`src/rtl/rat_intr_pkg.sv`:
```
// Shared register offsets and FSM state encoding for the RAT interrupt controller.
package rat_intr_pkg;

  localparam logic [7:0] OFS_MASK   = 8'd0;
  localparam logic [7:0] OFS_PEND   = 8'd1;
  localparam logic [7:0] OFS_ACTIVE = 8'd2;
  localparam logic [7:0] OFS_EDGE   = 8'd3;
  localparam logic [7:0] OFS_CTRL   = 8'd4;
  localparam logic [7:0] OFS_EOI    = 8'd5;
  localparam logic [7:0] N_REGS     = 8'd6;

  typedef enum logic [1:0] {
    IDLE   = 2'd0,
    ASSERT = 2'd1,
    GAP    = 2'd2
  } intr_state_e;

endpackage

```
`src/rtl/rat_sync2.sv`:
```
// Single-bit two-flop synchronizer for an asynchronous interrupt line.
module rat_sync2 (
  input  logic clk,
  input  logic rst_n,
  input  logic d,
  output logic q
);

  logic meta;

  always_ff @(posedge clk or negedge rst_n) begin
    if (!rst_n) begin
      meta <= 1'b0;
      q    <= 1'b0;
    end else begin
      meta <= d;
      q    <= meta;
    end
  end

endmodule

```
`src/rtl/rat_intr_ctrl.sv`:
```
// Port-mapped interrupt controller: synchronizes up to 8 sources into pending bits,
// arbitrates the lowest masked-in index and drives INTR until software writes EOI.
module rat_intr_ctrl
  import rat_intr_pkg::*;
#(
  parameter int         N_SRC   = 8,
  parameter logic [7:0] BASE_ID = 8'hE0
) (
  input  logic             CLK,
  input  logic             RESET_N,
  input  logic [N_SRC-1:0] IRQ_IN,
  input  logic [7:0]       PORT_ID,
  input  logic [7:0]       OUT_PORT,
  input  logic             IO_STRB,
  output logic [7:0]       RD_DATA,
  output logic             RD_HIT,
  output logic             INTR
);

  logic [N_SRC-1:0] sync, prev, mask, pend, edge_cfg;
  logic [N_SRC-1:0] set_bits, pend_clr, masked;
  logic             gen, req;
  logic [7:0]       ofs;
  logic             wr_en, wr_mask, wr_pend, wr_edge, wr_ctrl, wr_eoi;
  logic [2:0]       win_idx;

  intr_state_e      state, state_next;
  logic             act_valid, act_valid_next;
  logic [2:0]       act_idx, act_idx_next;
  logic             intr_q, intr_next;

  for (genvar i = 0; i < N_SRC; i++) begin : g_sync
    rat_sync2 u_sync (
      .clk   (CLK),
      .rst_n (RESET_N),
      .d     (IRQ_IN[i]),
      .q     (sync[i])
    );
  end

  // Unsigned offset compare also rejects ports below BASE_ID via wraparound.
  assign ofs     = PORT_ID - BASE_ID;
  assign RD_HIT  = (ofs < N_REGS);
  assign wr_en   = IO_STRB && RD_HIT;
  assign wr_mask = wr_en && (ofs == OFS_MASK);
  assign wr_pend = wr_en && (ofs == OFS_PEND);
  assign wr_edge = wr_en && (ofs == OFS_EDGE);
  assign wr_ctrl = wr_en && (ofs == OFS_CTRL);
  assign wr_eoi  = wr_en && (ofs == OFS_EOI);

  assign set_bits = (sync & ~prev & edge_cfg) | (sync & ~edge_cfg);
  assign pend_clr = wr_pend ? OUT_PORT[N_SRC-1:0] : '0;
  assign masked   = pend & mask;
  assign req      = (|masked) && gen;

  always_ff @(posedge CLK or negedge RESET_N) begin
    if (!RESET_N) begin
      prev     <= '0;
      mask     <= '0;
      pend     <= '0;
      edge_cfg <= '1;
      gen      <= 1'b0;
    end else begin
      prev <= sync;
      pend <= (pend & ~pend_clr) | set_bits;
      if (wr_mask) mask     <= OUT_PORT[N_SRC-1:0];
      if (wr_edge) edge_cfg <= OUT_PORT[N_SRC-1:0];
      if (wr_ctrl) gen      <= OUT_PORT[0];
    end
  end

  always_comb begin
    win_idx = 3'd0;
    for (int i = N_SRC - 1; i >= 0; i--) begin
      if (masked[i]) win_idx = 3'(i);
    end
  end

  always_ff @(posedge CLK or negedge RESET_N) begin
    if (!RESET_N) begin
      state     <= IDLE;
      act_valid <= 1'b0;
      act_idx   <= 3'd0;
      intr_q    <= 1'b0;
    end else begin
      state     <= state_next;
      act_valid <= act_valid_next;
      act_idx   <= act_idx_next;
      intr_q    <= intr_next;
    end
  end

  // EOI outranks withdrawal so a serviced interrupt always passes through GAP.
  always_comb begin
    state_next = state;
    case (state)
      IDLE:    if (req) state_next = ASSERT;
      ASSERT: begin
        if (wr_eoi)    state_next = GAP;
        else if (!req) state_next = IDLE;
      end
      GAP:     state_next = IDLE;
      default: state_next = IDLE;
    endcase
  end

  always_comb begin
    act_valid_next = act_valid;
    act_idx_next   = act_idx;
    intr_next      = (state_next == ASSERT);
    if (state == IDLE && state_next == ASSERT) begin
      act_valid_next = 1'b1;
      act_idx_next   = win_idx;
    end else if (state == ASSERT && state_next != ASSERT) begin
      act_valid_next = 1'b0;
    end
  end

  assign INTR = intr_q;

  always_comb begin
    RD_DATA = 8'h00;
    if (RD_HIT) begin
      case (ofs)
        OFS_MASK:   RD_DATA = 8'(mask);
        OFS_PEND:   RD_DATA = 8'(pend);
        OFS_ACTIVE: RD_DATA = {act_valid, 4'b0000, act_idx};
        OFS_EDGE:   RD_DATA = 8'(edge_cfg);
        OFS_CTRL:   RD_DATA = {7'b0000000, gen};
        default:    RD_DATA = 8'h00;
      endcase
    end
  end

endmodule

```
`config.mk`:
```
export PLATFORM = sky130hd
export DESIGN_NAME = rat_intr_ctrl
export DESIGN_NICKNAME = d
export VERILOG_FILES = /design/src/rtl/rat_intr_pkg.sv /design/src/rtl/rat_sync2.sv /design/src/rtl/rat_intr_ctrl.sv
export SDC_FILE = /design/constraint.sdc
export NUM_CORES = 1
export LEC_CHECK = 0
export CAP_MARGIN = 0
export CELL_PAD_IN_SITES_DETAIL_PLACEMENT = 1
export CELL_PAD_IN_SITES_GLOBAL_PLACEMENT = 1
export CORE_MARGIN = 2
export CORE_UTILIZATION = 40
export CTS_CLUSTER_SIZE = 28
export DETAILED_ROUTE_END_ITERATION = 12
export PLACE_DENSITY_LB_ADDON = 0.2
export SYNTH_ARGS = -nofsm -noshare
export SYNTH_HDL_FRONTEND = slang
export SYNTH_HIERARCHICAL = 1
export SYNTH_SLANG_ARGS = --single-unit
```
`constraint.sdc`:
```
create_clock -name CLK -period 3.26 [get_ports CLK]
set_input_delay 0.652 -clock CLK [delete_from_list [all_inputs] [get_ports CLK]]
set_output_delay 0.652 -clock CLK [all_outputs]
set_load 0.05 [all_outputs]
```
==> flow_metrics.env <==
export IMPL_synth_edf_count=0
export IMPL_area_growth_pct=31.1
export IMPL_max_slew_margin=0.228
export IMPL_routedWlPerCell_um=18.3
export IMPL_ys_warn_count=6
export IMPL_end_kind="output port"
export IMPL_min_path_cells=0
export IMPL_seqCellArea_sq_um=1410
export IMPL_dp_cells=287
export IMPL_worst_slack_ps=101
export IMPL_critPathKind="in2out"
export IMPL_path_max_fanout=7
export IMPL_cts_buffers=5
export IMPL_synth_seq_cells=56
export IMPL_clock_sinks=56
export IMPL_min_delay_start="g_sync[7].u_sync/meta"
export IMPL_rsz0062_at_grt="false"
export IMPL_gr_total_overflow=0
export IMPL_rows=27
export IMPL_startpoint_type="input pin"
export IMPL_hold_end="g_sync[7].u_sync/q"
export IMPL_regToRegStartpoint="state[1]"
export IMPL_irDropWorstVdd_mv=0.203
export IMPL_gp_congestion=0.788
export IMPL_drt_pass1_iterations=5
export IMPL_drt_iter0_drc=87
export IMPL_cts_root_buf="clkbuf_8"
export IMPL_antenna_found_initial=0
export IMPL_grtUsageTotal=0.181
export IMPL_final_area_sq_um=3030
export IMPL_intPower_mw=1.01
export IMPL_ios=37
export IMPL_cts_setup_buffers=0
export IMPL_reg2regPathDepth=3
export IMPL_diodes=0
export IMPL_switching_share=0.239
export IMPL_switchingPower_mw=0.316
export IMPL_yosysUniqueCellTypes=37
export IMPL_route_detailed_drc=0
export IMPL_p_leak_nw=1.28
export IMPL_die_area_sq_um=6410
export IMPL_die_h_um=80.1
export IMPL_syn_avg_cell_area_sq_um=13.1
export IMPL_die_width_um=80.1
export IMPL_r2r_end="act_idx[0]"
export IMPL_finClkSkew_ps=6.99
export IMPL_start_util=0.418
export IMPL_worst_pin_slew_ps=1160
export IMPL_p_seq_frac=0.582
export IMPL_clock_path_buffers=2
export IMPL_viasPerCell=5.45
export IMPL_fin_tns_setup_ps=0
export IMPL_hold_path_class="reg2reg"
export IMPL_ys_flop_type="dfrtp_1"
export IMPL_drv_slew=0
export IMPL_timing_hold_ws_ps=354
export IMPL_num_fill_cells=584
export IMPL_yosysSeqAreaShare=0.610
export IMPL_tritoncts="built"
export IMPL_dpl_cell_area_sq_um=2870
export IMPL_drv_cap=0
export IMPL_syn_nets=205
export IMPL_combPwrFrac=0.133
export IMPL_multi_input_area_sq_um=936
export IMPL_status="completed"
export IMPL_clk_pin_slew_ps=80
export IMPL_p_clk_frac=0.284
export IMPL_grt_pass1_wl_mm=8.78
export IMPL_wirelength_mm=5.40
export IMPL_period_minus_slack_ps=3160
export IMPL_p_per_area_nw_per_um2=437
export IMPL_finalCritPeriodShare=0.969
export IMPL_cts_resized=21
export IMPL_clk_latency_ps=300
export IMPL_final_nets=250
export IMPL_max_freq_mhz=317
export IMPL_core_sq_um=5540
export IMPL_drtAntennaViolNets=0
export IMPL_place_ws_ps=-195
export IMPL_numPortBuffers=36
export IMPL_critPathRequiredTime_ps=2610
export IMPL_finalSetupViolations=0
export IMPL_hpwl_mm=3.80
export IMPL_synthCells=177
export IMPL_vias=1608
export IMPL_netlist_area_sq_um=2310
export IMPL_cp_arrival_ps=2510
export IMPL_ctsHtreeMaxLevel=2
export IMPL_drive_gt1_frac=0.296
export IMPL_r2r_setup_slack_ps=1650
export IMPL_fin_cells=295
export IMPL_hold_buffers=0
export IMPL_synthArstFlopShare=1.00
export IMPL_hold_viol=0
export IMPL_grt_pass1_vias=1805
export IMPL_grt_max_degree=55
power groups by stage:
stage          Combinational, mW  Sequential, mW  Clock [mW]
3_3_place_gp               0.163           0.782           0
4_1_cts                    0.179           0.773       0.388
6_report                   0.177           0.772       0.377
3_5_place_dp               0.171           0.785           0
2_1_floorplan             0.0927           0.776           0
5_1_grt                    0.193           0.779       0.412
final cells by class:
cell class	instances	share of cell area
clock buffer	8	0.0297
inverter	1	0.00124
multi-input combinational	114	0.308
sequential	56	0.465
tap	72	0.0297
timing repair buffer	44	0.166
worst max-delay path by stage:
| stage | depth (start not counted) | endpoint | slack, ps | startpoint |
|---|---|---|---|---|
| floorplan | 6 | RD_DATA[1] | -140 | PORT_ID[5] |
| global placement | 7 | RD_DATA[3] | -150 | PORT_ID[5] |
| detailed placement | 7 | RD_DATA[2] | -200 | PORT_ID[5] |
| CTS | 7 | RD_DATA[2] | 110 | PORT_ID[6] |
| global route | 7 | RD_DATA[5] | 60 | PORT_ID[6] |
| finish | 7 | RD_DATA[5] | 100 | PORT_ID[6] |
cell families after synthesis:
logic type	Yosys count	synth area share
DFF	56	0.610
adders and majority gates	1	0.00540
and+or+nand+nor	57	0.134
muxes	25	0.139
AOI/OAI and AO/OA	30	0.0957
xor gates and xnor gates	1	0.00378
buffers and inverters	7	0.0124
sequential cells by signal (all words and copies together) (netlist names):
name                cells
INTR                    1
edge_cfg                8
mask                    8
g_sync.u_sync/meta      8
act_valid               1
state                   2
pend                    8
act_idx                 3
prev                    8
gen                     1
g_sync.u_sync/q         8
worst max-delay path, cell delays in order:
cell           delay, ps
dlygate4sd2_1        240
ha_1                 290
or4b_4               520
or3_4                350
buf_12               170
nor2_4               130
buf_12               140
placed cells by master, fill, tap and decap left out, types with 2 or more instances in the layout:
| cell type | instances |
|---|---|
| mux2_2 | 17 |
| a22o_1 | 8 |
| a22oi_1 | 4 |
| nor2b_4 | 3 |
| clkbuf_1 | 2 |
| buf_4 | 8 |
| dfrtp_1 | 48 |
| nor2_4 | 4 |
| mux2i_1 | 4 |
| nand2b_1 | 3 |
| dlygate4sd2_1 | 2 |
| a31oi_1 | 5 |
| a21oi_1 | 4 |
| dfstp_2 | 8 |
| clkdlybuf4s50_1 | 24 |
| o21ai_0 | 2 |
| clkbuf_8 | 6 |
| nor2_1 | 9 |
| and4b_1 | 2 |
| nand2_1 | 24 |
| mux4_2 | 4 |
| nand4_1 | 2 |
| buf_12 | 9 |
| a32oi_1 | 2 |
per-stage QoR:
stage,utilization,power (mW)
4_1_cts,0.548,1.34
6_report,0.548,1.33
2_1_floorplan,-,0.869
3_5_place_dp,0.519,0.956
5_1_grt,0.548,1.38
3_3_place_gp,0.519,0.945
per-layer routing:
metal  part of all wire  vias up  track usage
met5                  0        -            0
met4             0.0061        0       0.0458
met3              0.046        4       0.0292
met2               0.54       46        0.339
met1               0.41      832        0.216
li1                   -      726            -
synth_stat cells (3+ instances only):
cell type	number	area share
nand2b_1	3	0.0081
dfstp_2	8	0.091
a21oi_1	4	0.0086
nor2_1	13	0.021
mux2_2	17	0.083
dfrtp_1	48	0.52
a22oi_1	4	0.013
mux4_2	4	0.039
clkbuf_1	3	0.0049
a22o_1	8	0.030
a31oi_1	5	0.014
mux2i_1	4	0.017
nand2_1	24	0.039
nor2b_1	4	0.011
(Power assumes the default switching activity.)
